File: src/rtl/fp_mult_stream_ctrl.sv
// Streaming valid/ready wrapper around a fixed-latency registered FP multiplier.
// Credit-based issue keeps every in-flight result guaranteed a slot in the result FIFO.
module fp_mult_stream_ctrl #(
  parameter int unsigned LATENCY = 2,
  parameter int unsigned DEPTH   = 4,
  parameter int unsigned CNT_W   = 16
) (
  input  logic             clk,
  input  logic             rst,
  input  logic             in_valid,
  output logic             in_ready,
  input  logic [31:0]      in_a,
  input  logic [31:0]      in_b,
  output logic [31:0]      mult_a,
  output logic [31:0]      mult_b,
  input  logic [31:0]      mult_z,
  input  logic [7:0]       mult_status,
  output logic             out_valid,
  input  logic             out_ready,
  output logic [31:0]      out_z,
  output logic [7:0]       out_status,
  input  logic             sticky_clr,
  output logic [7:0]       sticky_status,
  output logic [CNT_W-1:0] result_cnt
);

  localparam int unsigned Z_W    = 32;
  localparam int unsigned ST_W   = 8;
  localparam int unsigned PTR_W  = (DEPTH > 1) ? $clog2(DEPTH) : 1;
  localparam int unsigned FILL_W = $clog2(DEPTH + 1);
  localparam int unsigned OCC_W  = $clog2(DEPTH + LATENCY + 2);

  logic [LATENCY:0]  vld_pipe;
  logic [Z_W-1:0]    fifo_z  [DEPTH];
  logic [ST_W-1:0]   fifo_st [DEPTH];
  logic [PTR_W-1:0]  rd_ptr;
  logic [PTR_W-1:0]  wr_ptr;
  logic [FILL_W-1:0] fifo_count;
  logic [OCC_W-1:0]  inflight;
  logic [OCC_W-1:0]  occupancy;
  logic              issue;
  logic              capture;
  logic              pop;

  // Every live pipeline stage holds a credit until its result leaves the FIFO.
  always_comb begin
    inflight = '0;
    for (int unsigned i = 0; i <= LATENCY; i++) begin
      inflight = inflight + OCC_W'(vld_pipe[i]);
    end
  end

  always_comb begin
    occupancy = OCC_W'(fifo_count) + inflight;
    in_ready  = rst && (occupancy < OCC_W'(DEPTH));
    issue     = in_valid && in_ready;
    capture   = vld_pipe[LATENCY];
    out_valid = (fifo_count != '0);
    pop       = out_valid && out_ready;
    out_z      = fifo_z[rd_ptr];
    out_status = fifo_st[rd_ptr];
  end

  // Operand registers feeding the multiplier; hold when nothing is issued.
  always_ff @(posedge clk) begin
    if (!rst) begin
      mult_a <= '0;
      mult_b <= '0;
    end else if (issue) begin
      mult_a <= in_a;
      mult_b <= in_b;
    end
  end

  // Shadow of the multiplier pipeline: which mult_z samples belong to a live issue.
  always_ff @(posedge clk) begin
    if (!rst) begin
      vld_pipe <= '0;
    end else begin
      vld_pipe <= {vld_pipe[LATENCY-1:0], issue};
    end
  end

  always_ff @(posedge clk) begin
    if (!rst) begin
      for (int unsigned i = 0; i < DEPTH; i++) begin
        fifo_z[i]  <= '0;
        fifo_st[i] <= '0;
      end
    end else if (capture) begin
      fifo_z[wr_ptr]  <= mult_z;
      fifo_st[wr_ptr] <= mult_status;
    end
  end

  // Ring pointers wrap naturally since DEPTH is a power of two.
  always_ff @(posedge clk) begin
    if (!rst) begin
      wr_ptr     <= '0;
      rd_ptr     <= '0;
      fifo_count <= '0;
    end else begin
      if (capture) begin
        wr_ptr <= wr_ptr + PTR_W'(1);
      end
      if (pop) begin
        rd_ptr <= rd_ptr + PTR_W'(1);
      end
      case ({capture, pop})
        2'b10:   fifo_count <= fifo_count + FILL_W'(1);
        2'b01:   fifo_count <= fifo_count - FILL_W'(1);
        default: fifo_count <= fifo_count;
      endcase
    end
  end

  // Clear takes effect before the popped status is folded in.
  always_ff @(posedge clk) begin
    if (!rst) begin
      sticky_status <= '0;
      result_cnt    <= '0;
    end else begin
      if (pop) begin
        sticky_status <= (sticky_clr ? ST_W'(0) : sticky_status) | out_status;
        result_cnt    <= result_cnt + CNT_W'(1);
      end else if (sticky_clr) begin
        sticky_status <= '0;
      end
    end
  end

  // A capture into a full FIFO would mean the credit accounting is broken.
  always_ff @(posedge clk) begin
    if (rst && capture) begin
      assert (fifo_count < FILL_W'(DEPTH));
    end
  end

endmodule

File: config.mk
export PLATFORM = sky130hd
export DESIGN_NAME = fp_mult_stream_ctrl
export DESIGN_NICKNAME = d
export VERILOG_FILES = /design/src/rtl/fp_mult_stream_ctrl.sv
export SDC_FILE = /design/constraint.sdc
export NUM_CORES = 1
export LEC_CHECK = 0
export ABC_AREA = 1
export BUFFER_PORTS_ARGS = -buffer_cell sky130_fd_sc_hd__buf_2
export CORE_MARGIN = 2
export CORE_UTILIZATION = 55
export DETAILED_ROUTE_END_ITERATION = 12
export GPL_TIMING_DRIVEN = 0
export PLACE_DENSITY_LB_ADDON = 0.3
export SYNTH_ARGS = -nofsm -noshare
export SYNTH_HDL_FRONTEND = slang
export SYNTH_SLANG_ARGS = --single-unit
export TNS_END_PERCENT = 50
File: constraint.sdc
create_clock -name clk -period 10.6 [get_ports clk]
set_input_delay 1.06 -clock clk [delete_from_list [all_inputs] [get_ports clk]]
set_output_delay 1.06 -clock clk [all_outputs]
set_load 0.03 [all_outputs]
==> impl_metrics.py, run 1 <==
metrics = {
    "run_status": {
        "status": "finished clean",
    },
    "yosys": {
        "syn_inst": 1284,
        "async_reset_ff_share_pct": 0,
        "synth_common_cells": "395 x nor2_1, 190 x nand2_1, 182 x inv_1",
        "synth.distinct_cells": 24,
        "synth_area_sq_um": 11100,
        "synth_simple_gate_area_share_pct": 20.8,
        "synth_compound_area_share_pct": 7.89,
        "synthMuxAreaShare_pct": 0,
        "ys_seq_elements": 260,
        "synth_most_common_cell": "nor2_1",
        "synthAdderAreaFrac_pct": 0.700,
        "synth_xor_xnor_area_share_pct": 0.0790,
        "synth_top_family_by_area": "simple AND/OR/NAND/NOR gates",
        "syn-num-nets": 1398,
        "yosysWarnings": 0,
        "synth_edf_count": 160,
        "synth_area_leaders": "edfxtp_1 43%, dfxtp_1 18%, nor2_1 13%",
        "synth_top_area_share_pct": 43.3,
        "synth_ff_type": "edfxtp_1",
        "ys_seq_area_share_pct": 61.4,
        "synth_area_leader_cell": "edfxtp_1",
        "syn_area_per_cell_sq_um": 8.63,
    },
    "clocking": {
        "cts_tree": "yes",
        "cts_made_buffers": 27,
        "cts_setup_buffers": 0,
        "clock-sinks": 260,
        "cts_hold_buf": 0,
        "cts_resized": 0,
        "clk_pin_slew_ns": 0.06,
        "htree_num_levels": 1,
        "clk_latency_ns": 0.55,
        "clk_path_buf_depth": 3,
        "cts_root_buf": "clkbuf_16",
    },
    "route": {
        "routedWlPerCell_um": 15.5,
        "viasPerCell": 5.09,
        "dr.pass1.iters": 5,
        "via_count": 9385,
        "drtAntennaViolNets": 0,
        "drt-total-wl_um": 28500,
        "drc": 0,
        "drt_iter0_markers": 652,
    },
    "sta": {
        "finalSetupTns_ns": 0,
        "hold_ws_ns": 0.456,
        "maxSlewHeadroom_pct": 58.2,
        "setup_ws_ns": 6.95,
        "post-route-min-period_ns": 3.65,
        "finalClockSkew_ns": 0.0203,
        "hold_viol": 0,
        "tightestPinTransition_ns": 0.627,
        "fin_crit_sh_pct": 34.4,
        "slew_viol_final": 0,
        "grt_setup_unrepaired": "false",
        "fmaxAchievable_mhz": 274,
        "setup_violations": 0,
    },
    "critical_path": {
        "timing.rr.start": "fifo_count[1]",
        "r2r_cells": 10,
        "cp.arrival_ns": 2.59,
        "rrSetupSlack_ns": 8.16,
        "cp.required_ns": 9.54,
        "start_kind": "register",
        "crit_fanout": 10,
        "crit_path_end_kind": "output pin",
        "r2r_end": "fifo_count[2]",
        "path_class": "reg -> out",
    },
    "grt": {
        "grt_pass1_vias": 9325,
        "grt_max_degree": 30,
        "grt_pass1_wl_um": 45300,
        "overflow": 0,
        "antenna_found_initial": 3,
        "grtUsageTotal_pct": 26.2,
    },
    "die": {
        "dieHeight_um": 146,
        "dieArea_sq_um": 21300,
        "core_sq_um": 19700,
        "start_util_pct": 56.4,
        "rows": 51,
        "fp.dieW_um": 146,
        "io-pin-count": 239,
    },
    "power": {
        "power.density_nw_per_um2": 175,
        "ir_drop_uv": 151,
        "power.leakage_nw": 6.19,
    },
    "placed_design": {
        "gp_congestion": 0.877,
        "dp_hpwl_um": 19900,
        "placed_cells": 1791,
        "place_ws_ns": 7.35,
        "portBuffers": 237,
    },
    "worst_hold_path": {
        "hold_depth": 2,
        "hp-start": "vld_pipe[1]",
        "whs_endpoint": "vld_pipe[2]",
        "worst_hold_path_type": "reg -> reg",
    },
    "layout": {
        "area_delta_synth_final_pct": 22.8,
        "layout-drive-gt1-share_pct": 19.6,
        "multi_input_area_sq_um": 3310,
        "ff_latch_area_sq_um": 6810,
        "nets": 1669,
        "layoutNonFillerInstCount": 1844,
        "num-fill-cells": 1532,
    },
    "run": {
        "cap_violations": 0,
    },
}
[layout make-up]
type                            instances  share of cell area [%]
Sequential cell                       260                    50.0
Clock inverter                         12                   0.873
Antenna cell                            3                  0.0552
Multi-Input combinational cell        774                    24.3
Inverter                              183                    5.05
Timing Repair Buffer                  242                    9.56
Tap cell                              265                    2.44
Buffer                                 67                    2.38
Clock buffer                           38                    5.34
[where the power goes]
part | switching [mW] | internal, mW
clock network | 0.384 | 0.528
registers | 0.0183 | 1.12
logic | 0.242 | 0.0979
total | 0.644 | 1.74
[critical path, stage by stage, from the launching register on]
cell and delay [ns]:
dfxtp_1 0.35, inv_1 0.11, clkbuf_1 0.44, clkbuf_1 0.41
o21ai_0 0.16, o22ai_1 0.32, buf_2 0.27
[stage by stage]
step / util, % / cell area (sq um) / power, mW
floorplan: - / 11100 / 1.37
global route: 69.2 / 13600 / 2.47
global placement: 64.1 / 12600 / 1.48
finish: 69.2 / 13600 / 2.39
CTS: 69.2 / 13600 / 2.39
detailed placement: 64.9 / 12800 / 1.49
[cell usage in the layout, fill, tap and decap left out, types with 3 or more instances in the layout]
cell type,instances
a21oi_1,24
buf_12,3
buf_2,250
buf_4,3
buf_6,6
clkbuf_1,55
clkbuf_16,27
clkinv_1,4
dfxtp_1,100
diode_2,3
edfxtp_1,160
ha_1,3
inv_1,182
nand2_1,189
nand3_1,10
nand4_1,5
nor2_1,395
o21ai_0,94
o21ai_4,3
o22ai_1,40
[state kept, by name, summed over array words and instances (netlist names), named ones only]
register,cells
result_cnt,16
rd_ptr,2
wr_ptr,2
fifo_z,128
sticky_status,8
vld_pipe,3
fifo_count,3
fifo_st,32
mult_a,32
mult_b,32
[routing by layer]
layer  routed length, um  vias to the layer above  GRT usage, %
met3                2120                       62          4.64
met1               11500                     4384          33.1
met5                   0                        -             0
li1                    -                     4584             -
met2               14100                      355          45.4
met4                 801                        0          9.71
[worst max path at each step]
stage | slack, ns | from | end
2_1_floorplan | 6.72 | wr_ptr[1] | fifo_st[2][0]
3_3_place_gp | 4.65 | wr_ptr[0] | fifo_z[3][18]
3_5_place_dp | 7.35 | rst | fifo_z[0][18]
4_1_cts | 7.01 | register | out_z[25]
5_1_grt | 6.87 | register | out_z[21]
6_report | 6.95 | register | out_z[25]
[cells by family (layout without fill, tap and decap cells)]
kind of cell	Yosys count	in the layout
simple gates	605	605
fa+ha+maj	5	5
xor+xnor	1	1
compound gates	163	163
buf+inv	250	542
flops	260	260
other cells	0	3
Power figures use the tool's default switching activity.
==> run 2, diff against run 1 <==
Settings changed: CORE_UTILIZATION 55 to 49.
Clock period 10.6 ns to 3 ns, I/O delays scaled along.
==> run 2 against run 1 <==
Effect of this change: sequential share of layout area down 1.6 points; final area up 3.3%; flip-flop and latch count unchanged; core utilization down 6.6 points; critical path depth up 1; sequential power rose to 3.5 times the previous value; via count up 1.7%; combinational power rose to 3.7 times the previous value; highest routed layer is now met5.
==> impl_metrics.py, run 2 (same netlist as run 1, synthesis figures left out) <==
metrics = {
    "power": {
        "intPower_mw": 6.08,
        "p_sw_share_pct": 27.1,
        "p_seq_share_pct": 48.1,
        "p_sw_mw": 2.27,
        "combPwrFrac_pct": 15.0,
        "ir_drop_uv": 404,
        "power.density_nw_per_um2": 594,
        "power.leakage_nw": 6.37,
        "p_total_mw": 8.35,
        "pwr-share-clk_pct": 37.0,
    },
    "clocking": {
        "cts_root_buf": "clkbuf_16",
        "htree_num_levels": 1,
        "cts_made_buffers": 27,
        "cts_setup_buffers": 0,
        "clk_latency_ns": 0.52,
        "clk_pin_slew_ns": 0.06,
        "cts_tree": "yes",
        "clk_path_buf_depth": 3,
        "clock-sinks": 260,
    },
    "grt": {
        "antenna_found_initial": 4,
        "grt_pass1_vias": 9315,
        "grt_max_degree": 22,
        "overflow": 0,
        "grtUsageTotal_pct": 24.4,
        "grt_pass1_wl_um": 46700,
    },
    "route": {
        "dr.pass1.iters": 5,
        "drc": 0,
        "routedWlPerCell_um": 15.4,
        "via_count": 9541,
        "drtAntennaViolNets": 0,
        "drt_iter0_markers": 617,
        "drt-total-wl_um": 29400,
        "viasPerCell": 5.00,
    },
    "sta": {
        "setup_violations": 0,
        "finalSetupTns_ns": 0,
        "fin_crit_sh_pct": 96.1,
        "slew_viol_final": 0,
        "setup_ws_ns": 0.116,
        "hold_ws_ns": 0.00928,
        "tightestPinTransition_ns": 0.881,
        "fmaxAchievable_mhz": 347,
        "finalClockSkew_ns": 0.00818,
        "grt_setup_unrepaired": "false",
        "maxSlewHeadroom_pct": 41.0,
        "post-route-min-period_ns": 2.88,
        "hold_viol": 0,
    },
    "die": {
        "rows": 55,
        "start_util_pct": 49.4,
        "core_sq_um": 22400,
        "dieHeight_um": 154,
        "fp.dieW_um": 154,
        "dieArea_sq_um": 23800,
        "io-pin-count": 239,
    },
    "layout": {
        "largest_reg_flops": 128,
        "final_util_pct": 62.7,
        "nets": 1715,
        "num-fill-cells": 1842,
        "area_delta_synth_final_pct": 26.8,
        "layoutNonFillerInstCount": 1907,
        "layout-drive-gt1-share_pct": 19.0,
        "layout_common_cells": "395 x nor2_1, 250 x buf_2, 189 x nand2_1",
        "largest-register": "fifo_z",
        "final_common_cell": "nor2_1",
        "finish.instance_area_sq_um": 14100,
    },
    "critical_path": {
        "path_class": "reg -> out",
        "crit_fanout": 10,
        "rrSetupSlack_ns": 0.50,
        "cp.arrival_ns": 2.58,
        "cp.required_ns": 2.70,
        "crit_path_end_kind": "output pin",
        "start_kind": "register",
    },
    "worst_hold_path": {
        "worst_hold_path_type": "in -> reg",
    },
    "placed_design": {
        "portBuffers": 237,
        "placed_cells": 1810,
        "place_area_sq_um": 12800,
        "place_ws_ns": 0.160,
        "gp_congestion": 0.875,
        "dp_hpwl_um": 19900,
    },
    "run": {
        "cap_violations": 0,
    },
    "run_status": {
        "status": "finished clean",
    },
}
[run 2: final timing paths]
check              startpoint            to  cells after the start
setup / recovery     register     out_z[18]                      7
hold / removal       in_b[12]    mult_b[12]                      3
setup reg to reg  vld_pipe[2]  fifo_z[0][6]                      6
hold reg to reg   vld_pipe[0]   vld_pipe[1]                      2
[run 2: layout make-up]
type | count | area [sq um] | share of cell area (%)
Buffer | 67 | 324 | 2.31
Timing Repair Buffer | 288 | 1770 | 12.6
Clock inverter | 16 | 101 | 0.721
Inverter | 183 | 687 | 4.89
Antenna cell | 2 | 5.00 | 0.0356
Multi-Input combinational cell | 774 | 3310 | 23.5
Clock buffer | 32 | 704 | 5.01
Sequential cell | 260 | 6810 | 48.4
Tap cell | 285 | 357 | 2.54
[run 2: critical path, cell delays in order (launching register included)]
cell,delay (ns)
dfxtp_1,0.29
buf_4,0.16
inv_1,0.21
buf_2,0.30
clkbuf_1,0.46
o21ai_0,0.15
o22ai_1,0.24
buf_2,0.25
[run 2: timing repair]
item                       4_1_cts  5_1_grt
resized for setup                0        0
setup endpoints to repair        0        0
hold endpoints to repair        47        0
hold buffers                    47        0
[run 2: metal layers]
metal,share of wire [%],up-vias,global-route usage [%]
li1,-,4676,-
met3,7.9,63,5.41
met2,49,393,42.8
met4,2.6,4,8.51
met1,40,4405,29.8
met5,0.092,-,0
[run 2: power by group through the flow]
stage,Sequential (mW),Combinational [mW],Clock (mW)
3_3_place_gp,4.09,1.16,0
4_1_cts,4.01,1.24,3.12
2_1_floorplan,4.22,0.626,0
6_report,4.01,1.25,3.09
3_5_place_dp,4.09,1.19,0
5_1_grt,4.03,1.36,3.28
